`src/rtl/regbank_ctrl_n_32.sv`:
```
// regbank_ctrl_n_32: two-requester access controller for a 4 x 32-bit register bank
// Optional feature macro: REGBANK_FIXED_PRIO_EN (requester 0 always wins, no last-grant pointer)
module regbank_ctrl_n_32 #(
   parameter int AW = 2,
   parameter int DW = 32
) (
   input  logic          clk,
   input  logic          hresetn,
   input  logic          req0,
   input  logic          req1,
   input  logic          rw0,
   input  logic          rw1,
   input  logic [AW-1:0] addr0,
   input  logic [AW-1:0] addr1,
   input  logic [DW-1:0] wdata0,
   input  logic [DW-1:0] wdata1,
   output logic          ack0,
   output logic          ack1,
   output logic [DW-1:0] rdata,
   output logic          busy,
   output logic [AW-1:0] sr1,
   output logic [AW-1:0] dr1,
   output logic          read_write,
   output logic [DW-1:0] hrdatax1,
   input  logic [DW-1:0] data_in1x1
);
   typedef enum logic [2:0] {IDLE, WR, RD, CAPT, ACK} state_t;
   state_t        state;
   logic          gid;
   logic          gnt;
   logic          sel_rw;
   logic [AW-1:0] sel_addr;
   logic [DW-1:0] sel_wdata;
`ifndef REGBANK_FIXED_PRIO_EN
   logic          ptr;
`endif
   // choose the requester to grant and mux its request fields
   always_comb begin
`ifdef REGBANK_FIXED_PRIO_EN
      gnt = ~req0;
`else
      gnt = (req0 & req1) ? ~ptr : req1;
`endif
      sel_rw    = gnt ? rw1 : rw0;
      sel_addr  = gnt ? addr1 : addr0;
      sel_wdata = gnt ? wdata1 : wdata0;
   end
   // sequencer: one bank operation at a time, all outputs registered
   always_ff @(posedge clk or negedge hresetn) begin
      if (!hresetn) begin
         state      <= IDLE;
         gid        <= 1'b0;
         ack0       <= 1'b0;
         ack1       <= 1'b0;
         busy       <= 1'b0;
         read_write <= 1'b1;
         sr1        <= '0;
         dr1        <= '0;
         hrdatax1   <= '0;
         rdata      <= '0;
`ifndef REGBANK_FIXED_PRIO_EN
         ptr        <= 1'b1;
`endif
      end else begin
         ack0 <= 1'b0;
         ack1 <= 1'b0;
         case (state)
            IDLE: if (req0 | req1) begin
               gid  <= gnt;
               busy <= 1'b1;
`ifndef REGBANK_FIXED_PRIO_EN
               ptr  <= gnt;
`endif
               if (sel_rw) begin
                  state <= RD;
                  sr1   <= sel_addr;
               end else begin
                  state      <= WR;
                  read_write <= 1'b0;
                  dr1        <= sel_addr;
                  hrdatax1   <= sel_wdata;
               end
            end
            WR: begin
               read_write <= 1'b1;
               state      <= ACK;
               ack0       <= ~gid;
               ack1       <= gid;
            end
            RD: state <= CAPT;
            CAPT: begin
               rdata <= data_in1x1;
               state <= ACK;
               ack0  <= ~gid;
               ack1  <= gid;
            end
            ACK: begin
               busy  <= 1'b0;
               state <= IDLE;
            end
            default: begin
               busy       <= 1'b0;
               read_write <= 1'b1;
               state      <= IDLE;
            end
         endcase
      end
   end
endmodule

```
`config.mk`:
```
export PLATFORM = sky130hd
export DESIGN_NAME = regbank_ctrl_n_32
export DESIGN_NICKNAME = d
export VERILOG_FILES = /design/src/rtl/regbank_ctrl_n_32.sv
export SDC_FILE = /design/constraint.sdc
export NUM_CORES = 1
export LEC_CHECK = 0
export ABC_AREA = 1
export CAP_MARGIN = 20
export CORE_MARGIN = 5
export CORE_UTILIZATION = 45
export CTS_BUF_LIST = sky130_fd_sc_hd__clkbuf_2
export DETAILED_ROUTE_END_ITERATION = 7
export PLACE_DENSITY = 0.88
export SYNTH_ARGS = -nofsm -noshare
export SYNTH_HDL_FRONTEND = slang
export SYNTH_SLANG_ARGS = --single-unit
```
`constraint.sdc`:
```
create_clock -name clk -period 2 [get_ports clk]
set_input_delay 0.6 -clock clk [delete_from_list [all_inputs] [get_ports clk]]
set_output_delay 0.6 -clock clk [all_outputs]
set_load 0.01 [all_outputs]
```
# Yosys cells after proc, flatten, opt, wreduce, memory -nomap -nowiden

Cells that the tools add are included.

Eq/ne operators: 6
Multiplexer cells: 14
Bitwise operators: 7
Reduce and logical (&&, ||, !) cells: 9

Operator list:

| cell                                                 | number |
|---|---|
| two-way mux 32 bit                                   | 1 |
| one-hot mux 3 bit (3 select lines)                   | 1 |
| AND reduction 3 bit                                  | 3 |
| two-way mux 1 bit                                    | 7 |
| equality test 3 x 2 -> 1 bit (second input constant) | 2 |
| OR reduction 3 bit                                   | 2 |
| NOT 1 bit                                            | 5 |
| two-way mux 2 bit                                    | 2 |
| != test 2 bit (second input constant)                | 2 |
| one-hot mux 1 bit (2 select lines)                   | 2 |
| AND reduction 2 bit                                  | 2 |
| equality test 3 x 1 -> 1 bit (second input constant) | 1 |
| equality test 3 bit (second input constant)          | 1 |
| zero test 3 bit                                      | 1 |
| two-way mux 3 bit                                    | 1 |
| OR reduction 2 bit                                   | 1 |
| AND 1 bit                                            | 1 |
| OR 1 bit                                             | 1 |

Flip-flop bits (word level): 77
Bits of input ports: 106
Output and inout bits: 72
Word-level logic and storage cells: 47

# Depth between registers and ports, before layout

Gate-level depths: netlist (run 1).

Depth in word-level cells: 6
Depth in mapped cells: 8
Mapped depth without buffers: 7

# Least setup slack after synthesis (run 1)

Ideal clock, no wire load.

Path type: input to register
Start: input port req0
End: register hrdatax1[0]
Arrival: 1.380 ns
Data required time: 1.883 ns
Slack: 0.503 ns
Stages on the path: 8
Buffers on the path: 2
Cell sequence: nand2_1 buf_2 nand3_2 nand2_4 nand2_4 buf_4 nand2_1 nand2_1

Word-level cells in the longest chain between the ends: 5

RTL lines:

| item                                 | RTL line | text |
|---|---|---|
| from (decl)                          | 9        | `input logic req0,` |
| AND 1 bit                            | 42       | `gnt = (req0 & req1) ? ~ptr : req1;` |
| two-way mux 1 bit                    | 42       |  |
| two-way mux 1 bit                    | 44       | `sel_rw = gnt ? rw1 : rw0;` |
| NOT 1 bit (no source line)           | n/a      |  |
| AND reduction 3 bit (no source line) | n/a      |  |
| to (signal assigned)                 | 81       | `hrdatax1 <= sel_wdata;` |
| to (decl)                            | 24       | `output logic [DW-1:0] hrdatax1,` |

Several ways; a longest one is shown, not always the timed one.
A chain may end at the register's enable or synchronous reset.

# Final worst setup path (run 1)

Start: register read_write
End: output port read_write

RTL lines:

| item                   | RTL line | text |
|---|---|---|
| from (decl)            | 23       | `output logic read_write,` |
| from (signal assigned) | 56       | `read_write <= 1'b1;` |
| from (signal assigned) | 79       | `read_write <= 1'b0;` |
| from (signal assigned) | 85       | `read_write <= 1'b1;` |

No word-level cell between the ends.

==> results of run 1 <==
## power by group
part / switching, uW / leakage, uW / total, uW / internal (uW)
clock: 510 / 0.0000936 / 1050 / 545
sequential: 364 / 0.000957 / 2640 / 2280
combinational: 1950 / 0.00200 / 3450 / 1500
## worst min-delay path by stage
stage	startpoint	end	slack, ns
finish	gid$_DFFE_PN0P_	ack0$_DFF_PN0_	0.46
global placement	gid$_DFFE_PN0P_	ack0$_DFF_PN0_	0.41
CTS	gid$_DFFE_PN0P_	ack0$_DFF_PN0_	0.45
global route	gid$_DFFE_PN0P_	ack0$_DFF_PN0_	0.47
floorplan	hresetn	ack0$_DFF_PN0_	0.30
detailed placement	gid$_DFFE_PN0P_	ack0$_DFF_PN0_	0.42
## logic make-up (layout without fill, tap and decap cells)
group | after synthesis | after routing | share of synthesized area
flip-flops | 77 | 77 | 0.5354
AND/OR/NAND/NOR | 338 | 338 | 0.4017
AO/OA/AOI/OAI | 6 | 6 | 0.008334
buffers and inverters | 38 | 229 | 0.05451
## stage by stage
stage	cells	hold slack, ns	setup TNS [ns]	util	power [uW]
finish	752	0.4596	0	0.7262	7151
global route	752	0.4738	0	0.7262	7673
CTS	752	0.4461	0	0.7260	7204
detailed placement	726	0.4234	-4.177	0.7078	6514
global placement	726	0.4086	-1.660	0.7078	6352
floorplan	459	0.3044	0	-	4460
## flip-flops by register name, summed over array words and instances (netlist names)
| register | count |
|---|---|
| hrdatax1 | 32 |
| rdata | 32 |
| state | 3 |
| dr1 | 2 |
| sr1 | 2 |
| ack0 | 1 |
| ack1 | 1 |
| busy | 1 |
| gid | 1 |
| ptr | 1 |
| read_write | 1 |
## what timing repair did
action,in CTS,in global routing
setup buffers,9,0
pin swaps,0,0
resized for setup,72,1
hold endpoints to repair,20,0
endpoints found under the setup margin,72,1
hold buffers,1,0
## synth_stat cells, types with 2 or more instances
master / count
nor2_1: 3
nand2_1: 218
buf_2: 13
inv_1: 5
buf_4: 4
a21oi_1: 2
buf_1: 2
nand2_4: 2
buf_6: 3
nand3_1: 107
nand3_2: 2
clkbuf_1: 9
inv_2: 2
dfrtp_1: 75
nor3_1: 2
dfstp_2: 2
o21ai_0: 4
nor2_2: 2
## cell type report
| cell class | count | area, um^2 |
|---|---|---|
| flip-flops and latches | 77 | 1929 |
| clock inverters | 5 | 98.84 |
| fillers | 613 | 2127 |
| inverters | 7 | 26.28 |
| multi-input cells | 344 | 1478 |
| well taps | 102 | 127.6 |
| clock buffers | 11 | 55.05 |
| repair buffers | 206 | 1926 |
## routing by layer
layer,wire (um),global-route usage
met5,0,0
met4,259,0.09139
met3,712,0.04839
met2,5868,0.4060
met1,4464,0.2659
==> flow_metrics.env, run 1 <==
export IMPL_cp_startpoint="read_write$_DFFE_PN1P_"
export IMPL_fmaxAchievable_mhz=523.3
export IMPL_worstReg2RegStart="ptr$_DFFE_PN1P_"
export IMPL_placed_area_mm2=0.005498
export IMPL_cp_slowest_cell="dfstp_2"
export IMPL_drt_iter0_drc=130
export IMPL_post_route_period_util=0.9554
export IMPL_track_usage=0.2276
export IMPL_core_area_mm2=0.007767
export IMPL_crit_required_ns=1.40
export IMPL_portBuffers=177
export IMPL_crit_buf_inv=1
export IMPL_syn_nets=565
export IMPL_io_pins=178
export IMPL_max_stage_delay_ns=0.57
export IMPL_seq_area_frac_synth=0.5354
export IMPL_ir_worst_vdd_uv=585.3
export IMPL_areaGrowthSynthToFinish_pct=56.53
export IMPL_antenna_left=0
export IMPL_layout_commonest_cell="nand2_1"
export IMPL_overflow=0
export IMPL_gp_congestion=0.8313
export IMPL_initial_core_util=0.4639
export IMPL_cts_buffer_depth=2
export IMPL_avgRoutedWirePerCell_um=15.03
export IMPL_synth_edff_count=0
export IMPL_fp_row_count=32
export IMPL_synthFlopType="dfrtp_1"
export IMPL_final_cell_mix="nand2_1, nand3_1, clkdlybuf4s50_1, dfrtp_1, dlygate4sd2_1"
export IMPL_ys_types=20
export IMPL_die_h_um=99.49
export IMPL_wl_mm=11.30
export IMPL_rrSetupSlack_ns=0.43
export IMPL_cts_tree="done"
export IMPL_antenna_found_initial=0
export IMPL_syn_instance_count=459
export IMPL_reg2reg_to="hrdatax1[23]$_DFFE_PN0P_"
export IMPL_synth_top_area_cell="dfrtp_1"
export IMPL_grt_max_degree=45
export IMPL_clock_sinks=77
export IMPL_firstDrtPassIters=5
export IMPL_cts_clk_slew_worst_paths_ns=0.18
export IMPL_crit_type="reg2out"
export IMPL_slew_limit_headroom=0.7278
export IMPL_endpoint_kind="output port"
export IMPL_maxCapViolations=0
export IMPL_cpLargestDelayFamily="flip-flops"
export IMPL_worst_hold_path_num_cells=1
export IMPL_hp_class="reg2reg"
export IMPL_hold_viol=0
export IMPL_grt_first_pass_wirelength_mm=18.02
export IMPL_cts_root_buf="clkbuf_2"
export IMPL_syn_avg_cell_area_um2=7.851
export IMPL_synth_area_leaders="dfrtp_1, nand2_1, nand3_1, buf_2, dfstp_2"
export IMPL_crit_end="read_write"
export IMPL_cts_inserted_buffers=9
export IMPL_start_kind="flip-flop"
export IMPL_grt_pass1_vias=3719
export IMPL_cp_arrival_ns=1.31
export IMPL_status="finished, final reports clean"
export IMPL_power_density_mw_per_mm2=1268
export IMPL_design_area_mm2=0.005640
export IMPL_synth_seq_cells=77
export IMPL_ys_warnings_count=0
export IMPL_clk_latency_ns=0.50
export IMPL_cellLeakagePower_uw=0.003048
export IMPL_synthArstFlopShare=1.000
export IMPL_nets=751
export IMPL_crit_fanout=2
export IMPL_path_depth=1
export IMPL_finalSetupViolations=0
export IMPL_rsz0062_at_grt="false"
export IMPL_fin_ws_ns=0.08919
export IMPL_fin_crit_ns=1.911
export IMPL_routed_via_density=5.044
export IMPL_antenna_cells=0
export IMPL_skew_ns=0.03176
export IMPL_die_area_mm2=0.009897
export IMPL_fp_dieW_um=99.49
export IMPL_tightest_slew_ns=0.4052
export IMPL_via_count=3793
export IMPL_report_final_slew_viol_count=0
export IMPL_post_place_ws_ns=-0.1368
export IMPL_drcViolationCount=0
export IMPL_reg2regPathDepth=7
export IMPL_place_detailed_hpwl_mm=8.348
export IMPL_drive_gt1_frac=0.08615
export IMPL_crit_chain="clkdlybuf4s15_1"
export IMPL_synth_top_area_share=0.5208
export IMPL_htree_num_levels=3
export IMPL_synthesis_area_mm2=0.003603
Note: power is estimated with default switching activity, not from simulation.
==> run 2, diff against run 1 <==
--- a/config.mk
+++ b/config.mk
@@ -8,10 +8,10 @@
 export ABC_AREA = 1
 export CAP_MARGIN = 20
 export CORE_MARGIN = 5
-export CORE_UTILIZATION = 45
+export CORE_UTILIZATION = 42
 export CTS_BUF_LIST = sky130_fd_sc_hd__clkbuf_2
 export DETAILED_ROUTE_END_ITERATION = 7
-export PLACE_DENSITY = 0.88
+export PLACE_DENSITY = 0.83
 export SYNTH_ARGS = -nofsm -noshare
 export SYNTH_HDL_FRONTEND = slang
 export SYNTH_SLANG_ARGS = --single-unit
==> constraint.sdc (replaced) <==
create_clock -name clk -period 1.8 [get_ports clk]
set_input_delay 0.54 -clock clk [delete_from_list [all_inputs] [get_ports clk]]
set_output_delay 0.54 -clock clk [all_outputs]
set_load 0.01 [all_outputs]
==> run 2 against run 1 <==
Register-to-register slack worse by 0.20 ns. Count of clock-buffer cells in the layout down 1. Non-clock buffer count grew 24. Combinational power is 25% higher. Power rose by 16%. Sequential power increased by 13%. Utilization is 2.1 points lower. Worst hold slack lost 0.028 ns. Sequential share of layout area down 1.2 points. Design area rose by 3.7%. Critical path type unchanged. Highest routed layer unchanged.
==> flow_metrics.env, run 2 (synthesis gave the netlist of run 1 again) <==
export IMPL_status="finished, final reports clean"
export IMPL_cts_buffer_depth=2
export IMPL_core_area_mm2=0.008299
export IMPL_maxCapViolations=0
export IMPL_reg_largest_list="hrdatax1: 32 flops, rdata: 32 flops, state: 3 flops"
export IMPL_worstReg2RegStart="ptr$_DFFE_PN1P_"
export IMPL_crit_required_ns=1.26
export IMPL_ir_worst_vdd_uv=773.8
export IMPL_grt_max_degree=36
export IMPL_grt_first_pass_wirelength_mm=17.24
export IMPL_routed_via_density=4.870
export IMPL_switching_power_uw=3242
export IMPL_track_usage=0.2084
export IMPL_tightest_slew_ns=0.3978
export IMPL_reg2reg_to="hrdatax1[7]$_DFFE_PN0P_"
export IMPL_power_switching_share=0.3907
export IMPL_rsz0062_at_grt="true"
export IMPL_final_core_util=0.7050
export IMPL_worst_hold_startpoint="gid$_DFFE_PN0P_"
export IMPL_clock_sinks=77
export IMPL_final_cell_mix="nand2_1, nand3_1, clkdlybuf4s50_1, dfrtp_1, clkdlybuf4s15_1"
export IMPL_initial_core_util=0.4342
export IMPL_start_kind="flip-flop"
export IMPL_areaGrowthSynthToFinish_pct=62.36
export IMPL_drt_iter0_drc=152
export IMPL_htree_num_levels=3
export IMPL_crit_chain="clkdlybuf4s15_1"
export IMPL_cpLargestDelayFamily="flip-flops"
export IMPL_firstDrtPassIters=7
export IMPL_cts_inserted_buffers=9
export IMPL_slew_limit_headroom=0.7348
export IMPL_dp_cells=728
export IMPL_p_int_uw=5056
export IMPL_reg2regPathDepth=7
export IMPL_crit_type="reg2out"
export IMPL_report_final_slew_viol_count=0
export IMPL_grt_pass1_vias=3647
export IMPL_drive_gt1_frac=0.1367
export IMPL_cts_clk_slew_worst_paths_ns=0.20
export IMPL_max_stage_delay_ns=0.43
export IMPL_cp_slowest_cell="dfrtp_1"
export IMPL_cp_arrival_ns=1.20
export IMPL_die_h_um=102.6
export IMPL_portBuffers=177
export IMPL_crit_buf_inv=1
export IMPL_wl_mm=11.09
export IMPL_io_pins=178
export IMPL_cts_tree="done"
export IMPL_power_frac_comb=0.519
export IMPL_cellLeakagePower_uw=0.003041
export IMPL_rrSetupSlack_ns=0.23
export IMPL_antenna_found_initial=0
export IMPL_hold_viol=0
export IMPL_via_count=3789
export IMPL_overflow=0
export IMPL_crit_fanout=2
export IMPL_clk_latency_ns=0.51
export IMPL_cts_root_buf="clkbuf_2"
export IMPL_finalSetupTns_ns=0
export IMPL_endpoint_kind="output port"
export IMPL_layout_cells_non_filler=778
export IMPL_avgRoutedWirePerCell_um=14.25
export IMPL_gp_congestion=0.7782
export IMPL_layout_commonest_cell="nand2_1"
export IMPL_holdPathEnd="ack0$_DFF_PN0_"
export IMPL_fillCellCount=635
export IMPL_power_density_mw_per_mm2=1418
export IMPL_fp_dieW_um=102.6
export IMPL_skew_ns=0.02282
export IMPL_die_area_mm2=0.01053
export IMPL_fp_row_count=33
export IMPL_fin_crit_ns=1.741
export IMPL_antenna_left=0
export IMPL_worst_hold_path_num_cells=1
export IMPL_fmaxAchievable_mhz=574.4
export IMPL_finalSetupViolations=0
export IMPL_antenna_cells=0
export IMPL_drcViolationCount=0
export IMPL_nets=775
export IMPL_hp_class="reg2reg"
export IMPL_place_detailed_hpwl_mm=8.125
export IMPL_clkPwrFrac=0.122
export IMPL_p_seq_frac=0.359
export IMPL_total_power_uw=8298
export IMPL_post_route_period_util=0.9673
==> run 2: per-stage QoR <==
step	hold WS [ns]	setup slack [ns]	cell area, um^2
after CTS	0.4286	0.0003673	5717
final	0.4311	0.05892	5851
after global placement	0.4105	-0.1789	5519
after floorplan	0.2444	0.3634	3603
after global routing	0.4277	-0.01315	5851
after detailed placement	0.4327	-0.2545	5519
==> run 2: worst max path at each step <==
stage	to	from	depth (start not counted)	slack, ns
after CTS	dr1[0]	dr1[0]$_DFFE_PN0P_	1	0.0004
final	hrdatax1[31]	hrdatax1[31]$_DFFE_PN0P_	1	0.06
after detailed placement	hrdatax1[9]$_DFFE_PN0P_	req0	8	-0.25
after global routing	rdata[18]	rdata[18]$_DFFE_PN0N_	1	-0.01
after floorplan	hrdatax1[0]$_DFFE_PN0P_	req0	8	0.36
after global placement	hrdatax1[22]$_DFFE_PN0P_	req1	6	-0.18
==> run 2: metal layers <==
layer  vias to the layer above  GRT usage  routed length, um
met3                        15    0.05751                934
met1                      1740     0.2574               4447
met4                         0    0.06963                183
li1                       1888          -                  -
met5                         -          0                  0
met2                       146     0.3530               5524
==> run 2: power by group through the flow <==
stage / registers, uW / logic [uW] / clock network, uW
floorplan: 3320 / 1630 / 0
global placement: 3000 / 4110 / 0
detailed placement: 3010 / 4260 / 0
CTS: 2940 / 4040 / 1050
global route: 3070 / 4760 / 1110
finish: 2980 / 4310 / 1010
==> run 2: area by class of cell <==
cell class,count,area [um^2],area share
sequential,77,1929,0.3298
timing repair buffer,230,2160,0.3691
clock inverter,5,76.32,0.01305
tap,105,131.4,0.02246
multi-input combinational,344,1478,0.2526
inverter,7,26.28,0.004491
clock buffer,10,50.05,0.008554
==> run 2: worst reg2reg max path, cell delays in order (launching register included) <==
cell and delay [ns]:
dfstp_2 0.57, nand2_1 0.12, nand2_2 0.13, nand2_1 0.12, nand2_4 0.11, nand2_4 0.21, nand2_1 0.16, nand2_1 0.08
==> run 2: repair_timing <==
| item | 4_1_cts | 5_1_grt |
|---|---|---|
| resized for setup | 97 | 62 |
| setup buffers | 17 | 17 |
| hold buffers | 1 | 0 |
| setup endpoints to repair | 72 | 56 |
| hold endpoints to repair | 25 | 0 |
==> run 3, diff against run 2 <==
--- a/config.mk
+++ b/config.mk
@@ -8,10 +8,11 @@
 export ABC_AREA = 1
 export CAP_MARGIN = 20
 export CORE_MARGIN = 5
-export CORE_UTILIZATION = 42
+export CORE_UTILIZATION = 45
 export CTS_BUF_LIST = sky130_fd_sc_hd__clkbuf_2
 export DETAILED_ROUTE_END_ITERATION = 7
-export PLACE_DENSITY = 0.83
+export GPL_TIMING_DRIVEN = 0
+export PLACE_DENSITY = 0.88
 export SYNTH_ARGS = -nofsm -noshare
 export SYNTH_HDL_FRONTEND = slang
 export SYNTH_SLANG_ARGS = --single-unit
==> constraint.sdc (replaced) <==
create_clock -name clk -period 2.04 [get_ports clk]
set_input_delay 0.612 -clock clk [delete_from_list [all_inputs] [get_ports clk]]
set_output_delay 0.612 -clock clk [all_outputs]
set_load 0.01 [all_outputs]
==> run 3 against run 2 <==
Power decreased by 19%. Critical path depth unchanged. Final cell count decreased by 1.5%. Sequential power decreased by 14%. Worst setup slack improved by 0.029 ns. Design area decreased by 4.1%. Largest power group unchanged. Highest routed layer unchanged.
==> flow_metrics.env, run 3 (synthesis gave the netlist of run 1 again) <==
export IMPL_status="finished, final reports clean"
export IMPL_initial_core_util=0.4639
export IMPL_routed_via_density=5.023
export IMPL_cts_clk_slew_worst_paths_ns=0.22
export IMPL_drive_gt1_frac=0.08899
export IMPL_crit_buf_inv=1
export IMPL_via_count=3848
export IMPL_nets=764
export IMPL_drt_iter0_drc=169
export IMPL_maxCapViolations=0
export IMPL_gp_congestion=0.8697
export IMPL_io_pins=178
export IMPL_die_h_um=99.49
export IMPL_firstDrtPassIters=5
export IMPL_whs_ns=0.4151
export IMPL_fmaxAchievable_mhz=512.2
export IMPL_avgRoutedWirePerCell_um=14.66
export IMPL_rsz0062_at_grt="false"
export IMPL_cts_tree="done"
export IMPL_die_area_mm2=0.009897
export IMPL_drcViolationCount=0
export IMPL_crit_chain="dlygate4sd2_1"
export IMPL_wl_mm=11.23
export IMPL_tightest_slew_ns=0.4491
export IMPL_skew_ns=0.02941
export IMPL_grt_first_pass_wirelength_mm=18.69
export IMPL_max_stage_delay_ns=0.57
export IMPL_post_place_ws_ns=-0.1797
export IMPL_fin_ws_ns=0.08751
export IMPL_portBuffers=177
export IMPL_overflow=0
export IMPL_reg_largest_list="hrdatax1: 32 flops, rdata: 32 flops, state: 3 flops"
export IMPL_crit_required_ns=1.43
export IMPL_post_route_period_util=0.9571
export IMPL_hp_class="in2async"
export IMPL_cp_arrival_ns=1.34
export IMPL_place_detailed_hpwl_mm=8.579
export IMPL_crit_type="reg2out"
export IMPL_track_usage=0.2333
export IMPL_layout_commonest_cell="nand2_1"
export IMPL_fp_dieW_um=99.49
export IMPL_cpLargestDelayFamily="flip-flops"
export IMPL_reg2regPathDepth=7
export IMPL_finalSetupViolations=0
export IMPL_antenna_found_initial=0
export IMPL_clk_latency_ns=0.49
export IMPL_grt_max_degree=75
export IMPL_hold_viol=0
export IMPL_final_cell_mix="nand2_1, nand3_1, clkdlybuf4s50_1, dfrtp_1, dlygate4sd2_1"
export IMPL_clock_sinks=77
export IMPL_total_power_uw=6707
export IMPL_fin_crit_ns=1.952
export IMPL_report_final_slew_viol_count=0
export IMPL_power_density_mw_per_mm2=1196
export IMPL_core_area_mm2=0.007767
export IMPL_ir_worst_vdd_uv=465.0
export IMPL_cp_slowest_cell="dfstp_2"
export IMPL_cellLeakagePower_uw=0.003040
export IMPL_crit_fanout=2
export IMPL_cts_inserted_buffers=9
export IMPL_cts_root_buf="clkbuf_2"
export IMPL_cts_buffer_depth=2
export IMPL_endpoint_kind="output port"
export IMPL_slew_limit_headroom=0.7006
export IMPL_fp_row_count=32
export IMPL_areaGrowthSynthToFinish_pct=55.66
export IMPL_rrSetupSlack_ns=0.44
export IMPL_start_kind="flip-flop"
export IMPL_htree_num_levels=3
export IMPL_grt_pass1_vias=3956
export IMPL_antenna_left=0
export IMPL_path_depth=1
## run 3: worst paths after layout
path | from | to
worst max-delay path | read_write$_DFFE_PN1P_ | read_write
worst min-delay path | hresetn | hrdatax1[3]$_DFFE_PN0P_
worst max register to register | ptr$_DFFE_PN1P_ | hrdatax1[28]$_DFFE_PN0P_
worst min register to register | gid$_DFFE_PN0P_ | ack0$_DFF_PN0_
max in group asynchronous | hresetn | ptr$_DFFE_PN1P_
min in group clk | gid$_DFFE_PN0P_ | ack0$_DFF_PN0_
## run 3: area by class of cell
type	instances	area, um^2
repair buffers	188	1788
clock inverters	7	42.54
inverters	7	26.28
fillers	628	2158
diodes	1	2.502
plain buffers	31	170.2
clock buffers	9	45.04
well taps	102	127.6
multi-input cells	344	1478
flip-flops and latches	77	1929
## run 3: per-stage QoR
step                instance area, um^2  cells  setup TNS (ns)  utilization
CTS                                5604    765               0       0.7215
detailed placement                 5528    739          -4.942       0.7117
finish                             5609    766               0       0.7221
global route                       5607    765               0       0.7218
global placement                   5503    738         -173.35       0.7084
floorplan                          3603    459               0            -
## run 3: layer usage
| metal | vias up | GRT usage | part of all wire | wire length [um] |
|---|---|---|---|---|
| met2 | 156 | 0.3879 | 0.49 | 5523 |
| met3 | 32 | 0.06031 | 0.078 | 876 |
| met5 | - | 0 | 0 | 0 |
| met1 | 1789 | 0.2849 | 0.40 | 4463 |
| met4 | 0 | 0.1061 | 0.033 | 366 |
| li1 | 1871 | - | - | - |
## run 3: what timing repair did
action	4_1_cts	5_1_grt
setup buffers	9	0
gates resized for setup	71	1
endpoints found under the hold margin	3	0
endpoints found under the setup margin	71	1
hold buffers	1	0
## run 3: where the power goes
group          internal, uW  switching, uW
Clock                   155            532
Combinational          1510           1940
Sequential             2230            341
Total                  3890           2810
